==> src/rtl/mips_mem_pkg.sv <==
// Shared encodings for the MEM-stage load/store unit.
// Size codes, FSM states and latency limits.
package mips_mem_pkg;

  localparam logic [1:0] SZ_BYTE    = 2'b00;
  localparam logic [1:0] SZ_HALF    = 2'b01;
  localparam logic [1:0] SZ_WORD    = 2'b10;
  localparam logic [1:0] SZ_ILLEGAL = 2'b11;

  localparam int MEM_LAT_MIN = 1;
  localparam int MEM_LAT_MAX = 15;

  typedef enum logic [1:0] {
    IDLE,
    ACCESS,
    RESP
  } lsuState_t;

  function automatic logic [31:0] sizeMask(
    input logic [1:0] sz
  );
    logic [31:0] m;
    m = 32'hFFFF_FFFF;
    unique case (1'b1)
      sz == SZ_BYTE: m = 32'h0000_00FF;
      sz == SZ_HALF: m = 32'h0000_FFFF;
      default:       m = 32'hFFFF_FFFF;
    endcase
    return m;
  endfunction

endpackage

==> src/rtl/mips_load_extend.sv <==
// Right-justified load data to 32-bit result.
// Sign or zero extension for byte and halfword.
module mips_load_extend
  import mips_mem_pkg::*;
(
  input  logic [31:0] ReadData,
  input  logic [1:0]  size,
  input  logic        load_unsigned,
  output logic [31:0] extData
);

  logic sgnB;
  logic sgnH;

  assign sgnB = ~load_unsigned & ReadData[7];
  assign sgnH = ~load_unsigned & ReadData[15];

  always_comb begin
    extData = ReadData;
    unique case (1'b1)
      size == SZ_BYTE:
        extData = {{24{sgnB}}, ReadData[7:0]};
      size == SZ_HALF:
        extData = {{16{sgnH}}, ReadData[15:0]};
      default:
        extData = ReadData;
    endcase
  end

endmodule

==> src/rtl/mips_lsu.sv <==
// MEM-stage load/store unit: one access per handshake,
// fixed memory latency, single-cycle response pulse.
module mips_lsu
  import mips_mem_pkg::*;
#(
  parameter int MEM_LATENCY = 1
) (
  input  logic        clk,
  input  logic        reset,
  input  logic        req_valid,
  output logic        req_ready,
  input  logic        is_load,
  input  logic        is_store,
  input  logic [1:0]  size,
  input  logic        load_unsigned,
  input  logic [31:0] addr,
  input  logic [31:0] store_data,
  output logic        resp_valid,
  output logic [31:0] load_data,
  output logic        fault,
  output logic [31:0] Address,
  output logic [31:0] WriteData,
  output logic        MemRead,
  output logic        MemWrite,
  output logic        ByteEnable,
  output logic        HalfwordEnable,
  output logic        WordEnable,
  input  logic [31:0] ReadData
);

  if (MEM_LATENCY < MEM_LAT_MIN ||
      MEM_LATENCY > MEM_LAT_MAX) begin : gBadLat
    $error("mips_lsu: MEM_LATENCY out of range");
  end

  localparam logic [3:0] CNT_INIT = 4'(MEM_LATENCY - 1);

  lsuState_t   state;
  lsuState_t   stateNext;
  logic [31:0] addrQ;
  logic [31:0] dataQ;
  logic [1:0]  sizeQ;
  logic        unsQ;
  logic        loadQ;
  logic        storeQ;
  logic [3:0]  cnt;
  logic [31:0] loadDataQ;
  logic        faultQ;
  logic [31:0] extData;
  logic        reqFault;
  logic        reqNop;

  mips_load_extend uExt (
    .ReadData      (ReadData),
    .size          (sizeQ),
    .load_unsigned (unsQ),
    .extData       (extData)
  );

  assign reqFault = (size == SZ_ILLEGAL) ||
                    (is_load && is_store) ||
                    (size == SZ_HALF && addr[0]) ||
                    (size == SZ_WORD && addr[1:0] != 2'b00);
  assign reqNop   = !is_load && !is_store;

  assign load_data = loadDataQ;
  assign fault     = faultQ;

  always_comb begin
    stateNext      = state;
    req_ready      = 1'b0;
    resp_valid     = 1'b0;
    Address        = '0;
    WriteData      = '0;
    MemRead        = 1'b0;
    MemWrite       = 1'b0;
    ByteEnable     = 1'b0;
    HalfwordEnable = 1'b0;
    WordEnable     = 1'b0;
    unique case (state)
      IDLE: begin
        req_ready = 1'b1;
        if (req_valid)
          stateNext = (reqFault || reqNop) ? RESP : ACCESS;
      end
      ACCESS: begin
        Address        = addrQ;
        MemRead        = loadQ;
        MemWrite       = storeQ;
        ByteEnable     = sizeQ == SZ_BYTE;
        HalfwordEnable = sizeQ == SZ_HALF;
        WordEnable     = sizeQ == SZ_WORD;
        if (storeQ)
          WriteData = dataQ & sizeMask(sizeQ);
        if (cnt == 4'd0)
          stateNext = RESP;
      end
      RESP: begin
        resp_valid = 1'b1;
        stateNext  = IDLE;
      end
      default: stateNext = IDLE;
    endcase
  end

  always_ff @(posedge clk) begin
    if (reset) begin
      state     <= IDLE;
      addrQ     <= '0;
      dataQ     <= '0;
      sizeQ     <= SZ_BYTE;
      unsQ      <= 1'b0;
      loadQ     <= 1'b0;
      storeQ    <= 1'b0;
      cnt       <= '0;
      loadDataQ <= '0;
      faultQ    <= 1'b0;
    end else begin
      state <= stateNext;
      if (state == IDLE && req_valid) begin
        addrQ  <= addr;
        dataQ  <= store_data;
        sizeQ  <= size;
        unsQ   <= load_unsigned;
        loadQ  <= is_load;
        storeQ <= is_store;
        cnt    <= CNT_INIT;
        // Faults and no-ops skip ACCESS, so publish their result now.
        if (reqFault || reqNop) begin
          faultQ    <= reqFault;
          loadDataQ <= '0;
        end
      end
      if (state == ACCESS) begin
        cnt <= cnt - 4'd1;
        if (cnt == 4'd0) begin
          faultQ    <= 1'b0;
          loadDataQ <= loadQ ? extData : '0;
        end
      end
    end
  end

endmodule

==> config.mk <==
export PLATFORM = sky130hd
export DESIGN_NAME = mips_lsu
export DESIGN_NICKNAME = d
export VERILOG_FILES = /design/src/rtl/mips_mem_pkg.sv /design/src/rtl/mips_load_extend.sv /design/src/rtl/mips_lsu.sv
export SDC_FILE = /design/constraint.sdc
export NUM_CORES = 1
export LEC_CHECK = 0
export BUFFER_PORTS_ARGS = -buffer_cell sky130_fd_sc_hd__buf_4
export CORE_ASPECT_RATIO = 0.6
export CORE_MARGIN = 5
export CORE_UTILIZATION = 46
export DETAILED_ROUTE_END_ITERATION = 10
export PLACE_DENSITY_LB_ADDON = 0.08
export SYNTH_ARGS = -nofsm -noshare
export SYNTH_HDL_FRONTEND = slang
export SYNTH_SLANG_ARGS = --single-unit
==> constraint.sdc <==
create_clock -name clk -period 2.3 [get_ports clk]
set_clock_uncertainty 0.2 [all_clocks]
set_input_delay 0.23 -clock clk [delete_from_list [all_inputs] [get_ports clk]]
set_output_delay 0.23 -clock clk [all_outputs]
set_load 0.01 [all_outputs]
==> metrics <==
CTS tree=built; post-layout util=0.788; initial antenna violation count=0; area of the core=0.00926 sq mm; Comb pwr share=0.159; synth warn=0; min Tclk post-route=2190 ps; post-route ant nets=0; fin cells=957; Post-synth EDFFs=0; total die area=0.0117 sq mm; Worst setup SP type=flop; most instantiated library cell after synthesis=nand2_1; largest net degree at the start of global routing=76; actual slew at the worst max-slew pin=791 ps; Vias per Instance=4.88; Slew Limit Fails=0; syn nets=645; Routability Congestion=0.816; Routed WL=14,700 um; Port-buffer cells=207; Num CTS Buffers=9; clk buf depth=2; # IOs=208; ANT cells=0; grt total ovfl=0; Final nets=928; endpoints failing setup=0; Row Count=27; via count=4,672; final hold vios=0; MaxCap Viol Count=0; Post-route DRC=0; filler instances=618; cell taking the most area after synthesis=dfxtp_1; average cell area after synthesis=8.16 sq um; Yosys cell types=31; layout cells sized above 1=0.296; Max VDD drop=0.400 mV; CP Max Fanout=24; unrepaired setup endpoints after global routing=false; gr usage total=0.247; Post-Synthesis Cells=539; Setup CP Type=flop to output port; WL per Instance=15.3 um; reg2reg path depth=5; half-perimeter wire length after placement=9340 um; die height=85.7 um; first-pass GRT wire length=23,200 um; clock sink total=108; vias in the first global route=4,659; clock network power share=0.348; register area share after synthesis=0.492; htree depth=3; FMAX=0.458 GHz; worst-skew pair later-pin latency=340 ps; prevailing post-synth register cell=dfxtp_1; Hold Path Cell Cnt=4; pwr dens=560 mW/mm^2; Commonest cells post-synth=nand2_1, dfxtp_1, a21oi_1, and2_1, clkbuf_1; Root Buffer=clkbuf_16; placed insts=846; P_sw=1020 uW; CP endpoint kind=output port; DR pass1 iterations=4; outcome=complete, no violations; top post-synthesis cells by area=dfxtp_1, nand2_1, a21oi_1; critical path arrival=1760 ps; Rel. slew slack=0.473; CP required=1870 ps; Post-Route Setup TNS=0 ps; Post-Syn Area=0.00440 sq mm; sw frac=0.249; Die X-Extent=136 um; Area Growth Syn to Fin=65.9%; Tcrit/Tclk final=0.950; Starting Density=0.475; Flop pwr share=0.493; Initial DRC Count=229; clk slew on worst S/H paths=70 ps; Yosys reg bits=108; Setup WS pre-CTS=46.5 ps; Final Hold Slack=33.0 ps; static leakage=0.00330 uW; worst min-delay path class=primary input to flop; Synth top area share=0.492; Internal Power=3070 uW; Async S/R FF share, synth=0; Final WS setup=115 ps
## placed cells by master (no fill, tap or decap), drive strengths merged, types with 2 or more instances in the layout
| cell type | count |
|---|---|
| a21oi | 74 |
| a22o | 16 |
| and2 | 59 |
| and3 | 9 |
| buf | 221 |
| clkbuf | 12 |
| clkinv | 2 |
| clkinvlp | 2 |
| dfxtp | 108 |
| dlygate4sd3 | 93 |
| ha | 2 |
| inv | 2 |
| nand2 | 148 |
| nand2b | 2 |
| nor2 | 11 |
| nor2b | 19 |
| nor3 | 5 |
| nor3b | 2 |
| o21ai | 11 |
| o2bb2ai | 16 |
| or3b | 2 |
| xor2 | 2 |
## layer usage
layer | vias up | GRT usage | part of all wire
li1 | 2337 | - | -
met1 | 2157 | 0.305 | 0.42
met2 | 163 | 0.421 | 0.49
met3 | 15 | 0.0803 | 0.082
met4 | 0 | 0.0595 | 0.012
met5 | - | 0 | 0
## power groups by stage
stage / Clock [uW] / Combinational, uW / Sequential [uW]
finish: 1420 / 650 / 2010
floorplan: 0 / 278 / 2040
global placement: 0 / 491 / 2050
CTS: 1460 / 636 / 2010
global route: 1530 / 713 / 2020
detailed placement: 0 / 504 / 2050
## worst max-delay path, stage by stage, from the launching register on
cell and delay (ps):
dfxtp_1 470, nor2b_4 100, buf_12 160, and3_1 170, buf_4 180, and2_1 190, buf_4 140
## worst paths after layout
check / slack, ps / end / startpoint
min reg2reg: 250 / addrQ[21]$_SDFFE_PP0N_ / addrQ[21]$_SDFFE_PP0N_
max reg2reg: 200 / dataQ[28]$_SDFFE_PP0N_ / state[1]$_SDFFE_PP0P_
max: 110 / WriteData[24] / state[1]$_SDFFE_PP0P_
min: 30 / load_data[12]$_SDFF_PP0_ / ReadData[12]
## cells by family (layout without fill, tap and decap cells)
logic type | Yosys count | after routing | share of synthesized area
buffers and inverters | 44 | 332 | 0.0404
XOR/XNOR | 2 | 2 | 0.00398
AO/OA/AOI/OAI | 121 | 121 | 0.169
flip-flops | 108 | 108 | 0.492
adder cells (fa/ha/maj) | 2 | 2 | 0.00569
AND/OR/NAND/NOR | 260 | 260 | 0.285
multiplexers | 2 | 2 | 0.00484
## area by class of cell
| type | count | area, sq um | area share |
|---|---|---|---|
| timing repair buffer | 314 | 2600 | 0.357 |
| multi-input combinational | 387 | 2080 | 0.286 |
| sequential | 108 | 2160 | 0.297 |
| clock inverter | 4 | 25.0 | 0.00343 |
| inverter | 2 | 7.51 | 0.00103 |
| tap | 130 | 163 | 0.0223 |
| clock buffer | 12 | 246 | 0.0338 |
## repair_timing
| item | 4_1_cts | 5_1_grt |
|---|---|---|
| gates resized for setup | 3 | 2 |
| hold endpoints to repair | 93 | 0 |
| pin swaps | 0 | 1 |
| hold buffers | 93 | 0 |
| endpoints found under the setup margin | 23 | 43 |
| buffers inserted | 0 | 2 |
## sequential cells by signal, summed over array words and instances, names as in the netlist, 2 cells and up
register	flops
state	2
addrQ	32
load_data	32
sizeQ	2
dataQ	32
cnt	4
## metrics by stage
stage	power [uW]	instance area [sq um]
after floorplan	2310	4400
after global placement	2540	6050
after detailed placement	2560	6050
after CTS	4100	7270
after global routing	4260	7290
final	4080	7290
Power figures use the tool's default switching activity.
